==> src/rtl/rsp_ld_pkg.sv <==
// rsp_ld_pkg
// Shared definitions for the RSP scalar register-array load arbiter:
// register count, register address width, write source encoding and the
// 5-to-32 one-hot decoder used to form load strobes and pending masks.
package rsp_ld_pkg;

   localparam int unsigned RSP_NREG    = 32;
   localparam int unsigned RSP_RADDR_W = 5;

   typedef enum logic {
      LD_SRC_EX = 1'b0,
      LD_SRC_DM = 1'b1
   } ld_src_t;

   function automatic logic [RSP_NREG-1:0] onehot5(input logic [RSP_RADDR_W-1:0] addr);
      logic [RSP_NREG-1:0] oh;
      oh       = '0;
      oh[addr] = 1'b1;
      return oh;
   endfunction

endpackage

==> src/rtl/rsp_ld_q.sv <==
// rsp_ld_q
// Holding queue for memory returns that lost write-port arbitration.
// Entries stay compacted so the head is always slot 0; a kill removes every
// entry whose address matches, wherever it sits, and the survivors close up.
//
// Ports:
//   clk, reset_l            clock, synchronous active-low reset
//   push/push_addr/push_data enqueue a return at the tail (ignored when full)
//   pop                     remove the head (it is being written this cycle)
//   kill/kill_addr          drop all entries targeting kill_addr
//   head_valid/addr/data    current head entry
//   occ_next                occupancy after this cycle's updates
//   pend_mask               registered one-hot OR of queued addresses
module rsp_ld_q
   import rsp_ld_pkg::*;
#(
   parameter  int unsigned QDEPTH = 2,
   parameter  int unsigned DW     = 32,
   parameter  int unsigned NREG   = RSP_NREG,
   localparam int unsigned OCCW   = $clog2(QDEPTH + 1)
) (
   input  logic                   clk,
   input  logic                   reset_l,
   input  logic                   push,
   input  logic [RSP_RADDR_W-1:0] push_addr,
   input  logic [DW-1:0]          push_data,
   input  logic                   pop,
   input  logic                   kill,
   input  logic [RSP_RADDR_W-1:0] kill_addr,
   output logic                   head_valid,
   output logic [RSP_RADDR_W-1:0] head_addr,
   output logic [DW-1:0]          head_data,
   output logic [OCCW-1:0]        occ_next,
   output logic [NREG-1:0]        pend_mask
);

   logic [QDEPTH-1:0]      q_valid, n_valid;
   logic [RSP_RADDR_W-1:0] q_addr [QDEPTH];
   logic [RSP_RADDR_W-1:0] n_addr [QDEPTH];
   logic [DW-1:0]          q_data [QDEPTH];
   logic [DW-1:0]          n_data [QDEPTH];
   logic [NREG-1:0]        n_pend;
   logic [RSP_NREG-1:0]    oh_tmp;
   int unsigned            keep_cnt;

   assign head_valid = q_valid[0];
   assign head_addr  = q_addr[0];
   assign head_data  = q_data[0];

   // Survivors are copied in order into slots 0..keep_cnt-1, then the push
   // lands right behind them; this keeps FIFO order across kills.
   always_comb begin
      n_valid  = '0;
      n_pend   = '0;
      oh_tmp   = '0;
      keep_cnt = 0;
      for (int unsigned j = 0; j < QDEPTH; j++) begin
         n_addr[j] = '0;
         n_data[j] = '0;
      end
      for (int unsigned i = 0; i < QDEPTH; i++) begin
         if (q_valid[i] && !(pop && i == 0) && !(kill && q_addr[i] == kill_addr)) begin
            for (int unsigned j = 0; j < QDEPTH; j++) begin
               if (j == keep_cnt) begin
                  n_valid[j] = 1'b1;
                  n_addr[j]  = q_addr[i];
                  n_data[j]  = q_data[i];
               end
            end
            keep_cnt = keep_cnt + 1;
         end
      end
      if (push && keep_cnt < QDEPTH) begin
         for (int unsigned j = 0; j < QDEPTH; j++) begin
            if (j == keep_cnt) begin
               n_valid[j] = 1'b1;
               n_addr[j]  = push_addr;
               n_data[j]  = push_data;
            end
         end
         keep_cnt = keep_cnt + 1;
      end
      for (int unsigned j = 0; j < QDEPTH; j++) begin
         if (n_valid[j]) begin
            oh_tmp = onehot5(n_addr[j]);
            n_pend = n_pend | oh_tmp[NREG-1:0];
         end
      end
      occ_next = OCCW'(keep_cnt);
   end

   always_ff @(posedge clk) begin
      if (!reset_l) begin
         q_valid   <= '0;
         pend_mask <= '0;
         for (int unsigned j = 0; j < QDEPTH; j++) begin
            q_addr[j] <= '0;
            q_data[j] <= '0;
         end
      end else begin
         q_valid   <= n_valid;
         q_addr    <= n_addr;
         q_data    <= n_data;
         pend_mask <= n_pend;
      end
   end

endmodule

==> src/rtl/rsp_ld_arb.sv <==
// rsp_ld_arb
// Write-port load arbiter for the RSP scalar register latch array. Picks one
// writer per cycle among execute results, queued memory returns and bypassed
// memory returns, enforces write-after-write ordering, and drives registered
// active-low load strobes into the array's NOR clock gates.
//
// Ports:
//   clk, reset_l                 clock, synchronous active-low reset
//   ex_valid/ex_addr/ex_data     execute writeback request
//   ex_stall                     execute not accepted (head has starved)
//   dm_valid/dm_addr/dm_data     memory return request (legal only if dm_ready)
//   dm_ready                     holding queue can absorb a return
//   ld_bar                       per-register active-low load strobe
//   wr_data                      data presented to the array
//   wr_src                       0 = execute, 1 = memory
//   pend_mask                    registers with a queued memory write
module rsp_ld_arb
   import rsp_ld_pkg::*;
#(
   parameter int unsigned NREG       = RSP_NREG,
   parameter int unsigned DW         = 32,
   parameter int unsigned QDEPTH     = 2,
   parameter int unsigned STARVE_MAX = 4
) (
   input  logic                   clk,
   input  logic                   reset_l,
   input  logic                   ex_valid,
   input  logic [RSP_RADDR_W-1:0] ex_addr,
   input  logic [DW-1:0]          ex_data,
   output logic                   ex_stall,
   input  logic                   dm_valid,
   input  logic [RSP_RADDR_W-1:0] dm_addr,
   input  logic [DW-1:0]          dm_data,
   output logic                   dm_ready,
   output logic [NREG-1:0]        ld_bar,
   output logic [DW-1:0]          wr_data,
   output logic                   wr_src,
   output logic [NREG-1:0]        pend_mask
);

   localparam int unsigned OCCW = $clog2(QDEPTH + 1);
   localparam int unsigned AGEW = $clog2(STARVE_MAX + 1);
   localparam logic [AGEW-1:0] AGE_LIM = AGEW'(STARVE_MAX - 1);

   logic                   ex_acc, dm_acc;
   logic                   ex_win, dm_win, pop;
   logic                   dm_drop, push, head_killed;
   logic                   q_head_valid;
   logic [RSP_RADDR_W-1:0] q_head_addr;
   logic [DW-1:0]          q_head_data;
   logic [OCCW-1:0]        q_occ_next;
   logic                   w_valid, strobe;
   logic [RSP_RADDR_W-1:0] w_addr;
   logic [DW-1:0]          w_data;
   ld_src_t                w_src;
   logic [RSP_NREG-1:0]    oh_w;
   logic [AGEW-1:0]        age_q, age_n;
   logic                   stall_n;

   // Arbitration: a stalled execute yields to the head; otherwise execute,
   // then head, then a bypassed return. A return is always older than a
   // concurrent execute write, so an accepted execute kills matching returns.
   always_comb begin
      ex_acc = ex_valid & ~ex_stall;
      dm_acc = dm_valid & dm_ready;
      ex_win = 1'b0;
      dm_win = 1'b0;
      pop    = 1'b0;
      if (ex_stall)          pop    = q_head_valid;
      else if (ex_acc)       ex_win = 1'b1;
      else if (q_head_valid) pop    = 1'b1;
      else if (dm_acc)       dm_win = 1'b1;
      dm_drop     = ex_acc && (dm_addr == ex_addr);
      push        = dm_acc && !dm_win && !dm_drop && (dm_addr != '0);
      head_killed = ex_acc && q_head_valid && (q_head_addr == ex_addr);
   end

   always_comb begin
      w_valid = 1'b1;
      w_addr  = ex_addr;
      w_data  = ex_data;
      w_src   = LD_SRC_EX;
      if (pop) begin
         w_addr = q_head_addr;
         w_data = q_head_data;
         w_src  = LD_SRC_DM;
      end else if (dm_win) begin
         w_addr = dm_addr;
         w_data = dm_data;
         w_src  = LD_SRC_DM;
      end else if (!ex_win) begin
         w_valid = 1'b0;
      end
      strobe = w_valid && (w_addr != '0);
      oh_w   = onehot5(w_addr);
   end

   // Age tracks how long the current head has waited; any change of head
   // (pop, kill, or a fresh enqueue into an empty queue) restarts it.
   always_comb begin
      if (q_occ_next == '0 || !q_head_valid || pop || head_killed)
         age_n = '0;
      else if (age_q < AGE_LIM)
         age_n = age_q + 1'b1;
      else
         age_n = age_q;
      stall_n = (q_occ_next != '0) && (age_n >= AGE_LIM);
   end

   rsp_ld_q #(
      .QDEPTH (QDEPTH),
      .DW     (DW),
      .NREG   (NREG)
   ) u_q (
      .clk        (clk),
      .reset_l    (reset_l),
      .push       (push),
      .push_addr  (dm_addr),
      .push_data  (dm_data),
      .pop        (pop),
      .kill       (ex_acc),
      .kill_addr  (ex_addr),
      .head_valid (q_head_valid),
      .head_addr  (q_head_addr),
      .head_data  (q_head_data),
      .occ_next   (q_occ_next),
      .pend_mask  (pend_mask)
   );

   // Strobes and data come straight from flops so ld_bar only moves at the
   // rising edge and is settled before the low-phase gated enable.
   always_ff @(posedge clk) begin
      if (!reset_l) begin
         ld_bar   <= '1;
         wr_data  <= '0;
         wr_src   <= 1'b0;
         ex_stall <= 1'b0;
         dm_ready <= 1'b1;
         age_q    <= '0;
      end else begin
         ld_bar <= strobe ? ~oh_w[NREG-1:0] : '1;
         if (strobe) begin
            wr_data <= w_data;
            wr_src  <= (w_src == LD_SRC_DM);
         end
         ex_stall <= stall_n;
         dm_ready <= (q_occ_next < OCCW'(QDEPTH));
         age_q    <= age_n;
      end
   end

endmodule

==> config.mk <==
export PLATFORM = sky130hd
export DESIGN_NAME = rsp_ld_arb
export DESIGN_NICKNAME = d
export VERILOG_FILES = /design/src/rtl/rsp_ld_pkg.sv /design/src/rtl/rsp_ld_q.sv /design/src/rtl/rsp_ld_arb.sv
export SDC_FILE = /design/constraint.sdc
export NUM_CORES = 1
export LEC_CHECK = 0
export BUFFER_PORTS_ARGS = -buffer_cell sky130_fd_sc_hd__clkbuf_2
export CORE_ASPECT_RATIO = 1.25
export CORE_MARGIN = 2
export CORE_UTILIZATION = 59
export CTS_BUF_LIST = sky130_fd_sc_hd__clkbuf_16
export DETAILED_ROUTE_END_ITERATION = 7
export PLACE_DENSITY = 0.9
export SYNTH_ARGS = -nofsm -noshare
export SYNTH_HDL_FRONTEND = slang
export SYNTH_HIERARCHICAL = 1
export SYNTH_SLANG_ARGS = --single-unit
==> constraint.sdc <==
create_clock -name clk -period 10.1 [get_ports clk]
set_input_delay 0.505 -clock clk [delete_from_list [all_inputs] [get_ports clk]]
set_output_delay 0.505 -clock clk [all_outputs]
set_load 0.005 [all_outputs]
# After elaboration in Yosys (flattened, before gate mapping)
# Index checks and enable logic that the tools add are counted.
[totals] in_bits=78 elab_cells=120 output_inout_bits=99 register_bits=178
[op_classes] n_bitwise=5 n_reduce_logical=33 addsub=3 n_mux=52 eq_ne=5 order_cmp=10
[op_table] operator="2-to-1 mux 32 bit" n=9
[op_table] operator="2-to-1 mux 64 bit" n=2
[op_table] operator="logical NOT 32 bit" n=2
[op_table] operator="2-to-1 mux 5 bit" n=7
[op_table] operator="inverter 32 bit" n=1
[op_table] operator="bitwise OR 32 bit" n=1
[op_table] operator="2-to-1 mux 1 bit" n=23
[op_table] operator="2-to-1 mux 10 bit" n=2
[op_table] operator="< comparator 5 x 6 -> 1 bit (second input constant)" n=3
[op_table] operator="logical AND 1 bit" n=17
[op_table] operator="demux 1 bit (select 5 bit)" n=3
[op_table] operator="equality test 5 bit" n=3
[op_table] operator=">= comparator 5 x 1 -> 1 bit (second input constant)" n=3
[op_table] operator="nonzero test 5 bit" n=2
[op_table] operator="2-to-1 mux 2 bit" n=4
[op_table] operator="logical NOT 1 bit" n=6
[op_table] operator="2-to-1 mux 3 bit" n=2
[op_table] operator="< comparator 2 bit (second input constant)" n=2
[op_table] operator="adder 3 x 1 -> 3 bit (second input constant)" n=1
[op_table] operator=">= comparator 3 x 2 -> 1 bit (second input constant)" n=1
[op_table] operator="logical OR 1 bit" n=3
[op_table] operator="< comparator 3 x 2 -> 1 bit (second input constant)" n=1
[op_table] operator="adder 1 x 1 -> 2 bit (second input constant)" n=1
[op_table] operator="adder 2 x 1 -> 2 bit (second input constant)" n=1
[op_table] operator="other kinds (7)" n=8

# Longest topological paths before layout
[logic_depth] depth_word=20 ltp_mapped=18 ltp_nobuf=12

# Hierarchy
# Netlist, hierarchy kept.
[modules_own_cells] module="rsp_ld_q" seq_area_each_um2=2162.1 cells_each=493 area_each_um2=4722.0 instances=1
[modules_own_cells] module="rsp_ld_arb" seq_area_each_um2=1401.3 cells_each=407 area_each_um2=3418.3 instances=1

# Worst setup path before layout
# No wires, ideal clock.
[synth_timing] path_type="input to register" startpoint="input port ex_valid" endpoint="register u_q.pend_mask[4]" cell_stages=17 path_slack_ps=6354 path_buffers=6 setup_time_ps=79 t_arrival_ps=3667 t_required_ps=10021 cell_sequence="nand2b_2 -> and2_0 -> clkbuf_2 -> clkbuf_1 -> clkbuf_1 -> nor2b_1 -> o21a_4 -> buf_6 -> clkbuf_1 -> ha_1 -> nor2b_1 -> nand2_1 -> clkbuf_1 -> nor2_1 -> a21o_1 -> or3_4 -> o22ai_1"
[synth_via] elab_chain_cells=19 elab_cells_between_ends=55 cone_classes="add/sub (1); order compare (5); eq/ne (2); mux (26); bitwise (2); reduce/logical (19)"
[synth_rtl] element="start: declaration" line="rsp_ld_arb.sv:27" text="input logic ex_valid,"
[synth_rtl] element="bitwise AND 1 bit *" line="rsp_ld_arb.sv:64" text="ex_acc = ex_valid & ~ex_stall;"
[synth_rtl] element="2-to-1 mux 1 bit *" line="rsp_ld_arb.sv:70" text="else if (ex_acc) ex_win = 1'b1;"
[synth_rtl] element="2-to-1 mux 1 bit *" line="rsp_ld_arb.sv:69" text="if (ex_stall) pop = q_head_valid;"
[synth_rtl] element="net pop" line="rsp_ld_arb.sv:46" text="logic ex_win, dm_win, pop;"
[synth_rtl] element="logical NOT 1 bit *" line="rsp_ld_q.sv:62" text="if (q_valid[i] && !(pop && i == 0) && !(kill && q_addr[i] == kill_addr)) begin"
[synth_rtl] element="logical AND 1 bit * (2 in series)" line="rsp_ld_q.sv:62"
[synth_rtl] element="2-to-1 mux 1 bit" line="rsp_ld_q.sv:62"
[synth_rtl] element="adder 1 x 1 -> 2 bit / logical NOT 32 bit (equally long branches)" line="rsp_ld_q.sv:70, rsp_ld_q.sv:64"
[synth_rtl] element="(+3 left out)"
[synth_rtl] element="2-to-1 mux 10 bit" line="rsp_ld_q.sv:73" text="if (push && keep_cnt < QDEPTH) begin"
[synth_rtl] element="< comparator 5 x 6 -> 1 bit (not written as such) / >= comparator 5 x 1 -> 1 bit (equally long branches)" line="rsp_ld_pkg.sv:18" text="oh[addr] = 1'b1;"
[synth_rtl] element="logical AND 1 bit (not written as such)" line="rsp_ld_pkg.sv:18"
[synth_rtl] element="2-to-1 mux 1 bit (not written as such)" line="rsp_ld_pkg.sv:18"
[synth_rtl] element="demux 1 bit (select 5 bit)"
[synth_rtl] element="2-to-1 mux 32 bit" line="rsp_ld_q.sv:84" text="if (n_valid[j]) begin"
[synth_rtl] element="bitwise OR 32 bit" line="rsp_ld_q.sv:86" text="n_pend = n_pend | oh_tmp[NREG-1:0];"
[synth_rtl] element="2-to-1 mux 32 bit *" line="rsp_ld_q.sv:84"
[synth_rtl] element="end signal: assignment" line="rsp_ld_q.sv:104" text="pend_mask <= n_pend;"
[synth_rtl] element="end: declaration" line="rsp_ld_q.sv:34" text="output logic [NREG-1:0] pend_mask"
# The timed path passes the listed nets; every way through them passes the cells marked *.
# A chain may end at the register's enable or synchronous reset.

# Final worst setup path
[layout_timing] startpoint="register u_q.q_valid[0]" endpoint="register u_q.pend_mask[23]"
[layout_via] elab_chain_cells=19 elab_cells_between_ends=49 cone_classes="add/sub (1); order compare (5); eq/ne (2); mux (28); bitwise (1); reduce/logical (12)"
[layout_rtl] element="start: declaration" line="rsp_ld_q.sv:37" text="logic [QDEPTH-1:0] q_valid, n_valid;"
[layout_rtl] element="start signal: assignment" line="rsp_ld_q.sv:101" text="q_valid <= n_valid;"
[layout_rtl] element="2-to-1 mux 1 bit" line="rsp_ld_arb.sv:71" text="else if (q_head_valid) pop = 1'b1;"
[layout_rtl] element="2-to-1 mux 1 bit" line="rsp_ld_arb.sv:70"
[layout_rtl] element="2-to-1 mux 1 bit" line="rsp_ld_arb.sv:69"
[layout_rtl] element="logical NOT 1 bit" line="rsp_ld_q.sv:62"
[layout_rtl] element="logical AND 1 bit (2 in series)" line="rsp_ld_q.sv:62"
[layout_rtl] element="2-to-1 mux 1 bit" line="rsp_ld_q.sv:62"
[layout_rtl] element="adder 1 x 1 -> 2 bit / logical NOT 32 bit (equally long branches)" line="rsp_ld_q.sv:70, rsp_ld_q.sv:64"
[layout_rtl] element="2-to-1 mux 2 bit / 2-to-1 mux 5 bit (equally long branches)" line="rsp_ld_q.sv:62, rsp_ld_q.sv:64"
[layout_rtl] element="(+2 left out)"
[layout_rtl] element="2-to-1 mux 10 bit" line="rsp_ld_q.sv:73"
[layout_rtl] element="< comparator 5 x 6 -> 1 bit (not written as such) / >= comparator 5 x 1 -> 1 bit (equally long branches)" line="rsp_ld_pkg.sv:18"
[layout_rtl] element="logical AND 1 bit (not written as such)" line="rsp_ld_pkg.sv:18"
[layout_rtl] element="2-to-1 mux 1 bit (not written as such)" line="rsp_ld_pkg.sv:18"
[layout_rtl] element="demux 1 bit (select 5 bit)"
[layout_rtl] element="2-to-1 mux 32 bit" line="rsp_ld_q.sv:84"
[layout_rtl] element="bitwise OR 32 bit" line="rsp_ld_q.sv:86"
[layout_rtl] element="2-to-1 mux 32 bit *" line="rsp_ld_q.sv:84"
# Every way passes the cells marked *; elsewhere a longest branch is shown, timed or not.

==> flow_summary.yaml <==
synth:
  synth.ff_latch_count: 178
  synth.avg_cell_area_um2: 9.045
  ys.warnings.count: 6
  ys_seq_area_share_pct: 43.77
  synthArstFlopShare_pct: 0
  synth.distinct_cells: 72
  synth_edf_count: 0
  synth_nets: 982
  netlist_area_um2: 8140
  dominantRegCellSynth: "dfxtp_1"
  synthCells: 900
detailed_routing:
  firstDrtPassIters: 5
  wirelength_um: 20660
  wl_per_cell_um: 17.33
  vias_per_cell: 5.982
  ant_nets: 0
  drc: 0
  dr_total_vias: 7131
  drt_iter0_drc: 552
placement:
  dp_hpwl_um: 13680
  routabilityCongestion: 0.9515
  placed_cell_area_um2: 8717
  io_buffers: 176
global_routing:
  overflow: 0
  first_global_vias: 6844
  grt_pass1_wl_um: 32820
  antenna_found_initial: 0
  grt_util_all_layers_pct: 28.11
  grt_max_degree: 76
timing:
  fin_crit_sh_pct: 48.98
  rsz0062_at_grt: "no"
  slew_headroom_pct: 19.52
  skew_ps: 9.191
  period_needed_ps: 4947
  tns_ps: 0
  hold_slack_ps: 361.9
  setup_viol: 0
  drv_slew: 0
  hold_viol_final: 0
  worst_pin_slew_ps: 1207
  max_freq_mhz: 202.2
setup_path:
  critPathCaptureType: "flop"
  crit_required_ps: 10390
  critPathTopFamily: "simple AND/OR/NAND/NOR gates"
  crit_path_start_kind: "flop"
  crit_buf_inv: 1
  critical_path.slowest_cell: "and2_2"
  crit_type: "flop to flop"
  crit_chain: "and2_2, nor2b_1, o21a_4, ha_1, nor2b_1, and2_2, nor3_4, buf_4, and3_1, o21ai_1, o22ai_1"
  slowest_delay_ps: 1020
  cp.arrival_ps: 5240
  crit_fanout: 70
clock_tree:
  cts_num_sinks: 178
  cts_resized: 0
  htree_levels: 4
  cts_setup_buffers: 0
  cts_tree: "yes"
  cts_buffers: 17
  root_buffer: "clkbuf_16"
  insertion_delay_ps: 430
  cts_buffer_depth: 2
  clkTransAtPathRegs_ps: 70
  cts_hold_buf: 0
die:
  fp.dieW_um: 109.1
  pin_count: 177
  initial_utilization_pct: 59.71
  rows: 48
  die_h_um: 135.3
  die_area_um2: 14760
  core_area_um2: 13630
layout:
  drive_gt1_share_pct: 24.19
  design_area_um2: 9320
  fin_util_pct: 68.36
  antenna_cells: 0
  layout.nets: 1087
  area_delta_synth_final_pct: 14.49
job:
  maxCapViolCount: 0
power:
  max-vdd-ir-drop_mv: 0.1147
  power_per_cell_area_nw_per_um2: 192.5
  p_leak_uw: 0.003771
worst_hold_path:
  hold_path_class: "primary input to flop"
run_status:
  run_status: "finished clean"
## flip-flops by register name, indices dropped and copies added (netlist names)
signal	count
age_q	3
dm_ready	1
ex_stall	1
ld_bar	32
u_q/head_addr	5
u_q/head_data	32
u_q/pend_mask	32
u_q/q_addr	5
u_q/q_data	32
u_q/q_valid	2
wr_data	32
wr_src	1
## Yosys cell counts, types with 8 or more instances
| cell type | n | area, µm² |
|---|---|---|
| a21oi_1 | 8 | 40.04 |
| a221oi_1 | 32 | 280.3 |
| a22oi_1 | 32 | 240.2 |
| and2_1 | 8 | 50.05 |
| buf_2 | 11 | 55.05 |
| buf_4 | 38 | 285.3 |
| clkbuf_1 | 37 | 138.9 |
| dfxtp_1 | 178 | 3563 |
| inv_1 | 9 | 33.78 |
| mux2i_1 | 64 | 640.6 |
| nand2_1 | 151 | 566.8 |
| nand2b_1 | 8 | 50.05 |
| nand3_1 | 18 | 90.09 |
| nor2_1 | 53 | 198.9 |
| nor2b_1 | 38 | 237.7 |
| nor3b_1 | 32 | 240.2 |
| o21ai_0 | 41 | 205.2 |
| o22ai_1 | 22 | 137.6 |
| o32ai_1 | 14 | 122.6 |
| xnor2_1 | 13 | 113.9 |
| xor2_1 | 8 | 70.07 |
## cell type report
class | instances | area [µm²]
clock buffer | 17 | 425.4
fill | 1051 | 4313
sequential | 178 | 3563
timing repair buffer | 181 | 920.9
tap | 175 | 219.0
clock inverter | 14 | 177.7
inverter | 11 | 46.29
multi-input combinational | 616 | 3968
## cells in the final DEF (no fill, tap or decap), drive strengths merged, types with 9 or more instances in the layout
cell and n:
a22oi 33, nor3b 32, xnor2 13, and2 10
nand2b 9, a21oi 12, mux2i 64, inv 15
clkbuf 192, a221oi 32, nor2b 39, o21ai 44
o32ai 14, nor2 53, nand2 151, dfxtp 178
o22ai 23, nand3 20
## worst min-delay path, stage by stage
cell and delay, ps:
clkbuf_2 100, nor2_1 100, nor3b_1 50
## kinds of logic (layout without fill, tap and decap cells)
family | Yosys count | in the layout | synth area share [%]
buf+inv | 106 | 223 | 7.685
xor+xnor | 21 | 21 | 2.259
fa+ha+maj | 4 | 4 | 0.6148
simple gates | 337 | 337 | 20.43
other cells | 1 | 1 | 0.04607
flops | 178 | 178 | 43.78
mux | 64 | 64 | 7.870
compound gates | 189 | 189 | 17.32
## stage by stage
stage,worst slack [ps],instances,power [µW]
final,5153,1192,1794
after global routing,4750,1192,1860
after global placement,5280,1161,1109
after floorplan,6354,900,1049
after detailed placement,5169,1161,1121
after CTS,5234,1192,1795
## routing by layer
layer | GRT usage, % | share of wire, %
met4 | 12.82 | 2.6
met5 | 0 | 0
met1 | 32.29 | 37
met2 | 49.86 | 53
met3 | 5.291 | 7.4
## power breakdown
| part | internal, µW | switching [µW] |
|---|---|---|
| combinational | 131 | 201 |
| sequential | 749 | 30.7 |
| clock | 393 | 290 |
| total | 1270 | 521 |
## path summary, 6_finish.rpt
check / startpoint / to / slack, ps / cells past startpoint
hold / removal: dm_data[19] / u_q/head_data[19]$_SDFF_PN0_ / 360 / 3
setup reg to reg: u_q/q_valid[0]$_SDFF_PN0_ / u_q/pend_mask[23]$_SDFF_PN0_ / 5150 / 11
setup / recovery: u_q/q_valid[0]$_SDFF_PN0_ / u_q/pend_mask[23]$_SDFF_PN0_ / 5150 / 11
hold reg to reg: wr_data[18]$_SDFFE_PN0P_ / wr_data[18]$_SDFFE_PN0P_ / 460 / 2
Note: power is estimated with default switching activity, not from simulation.
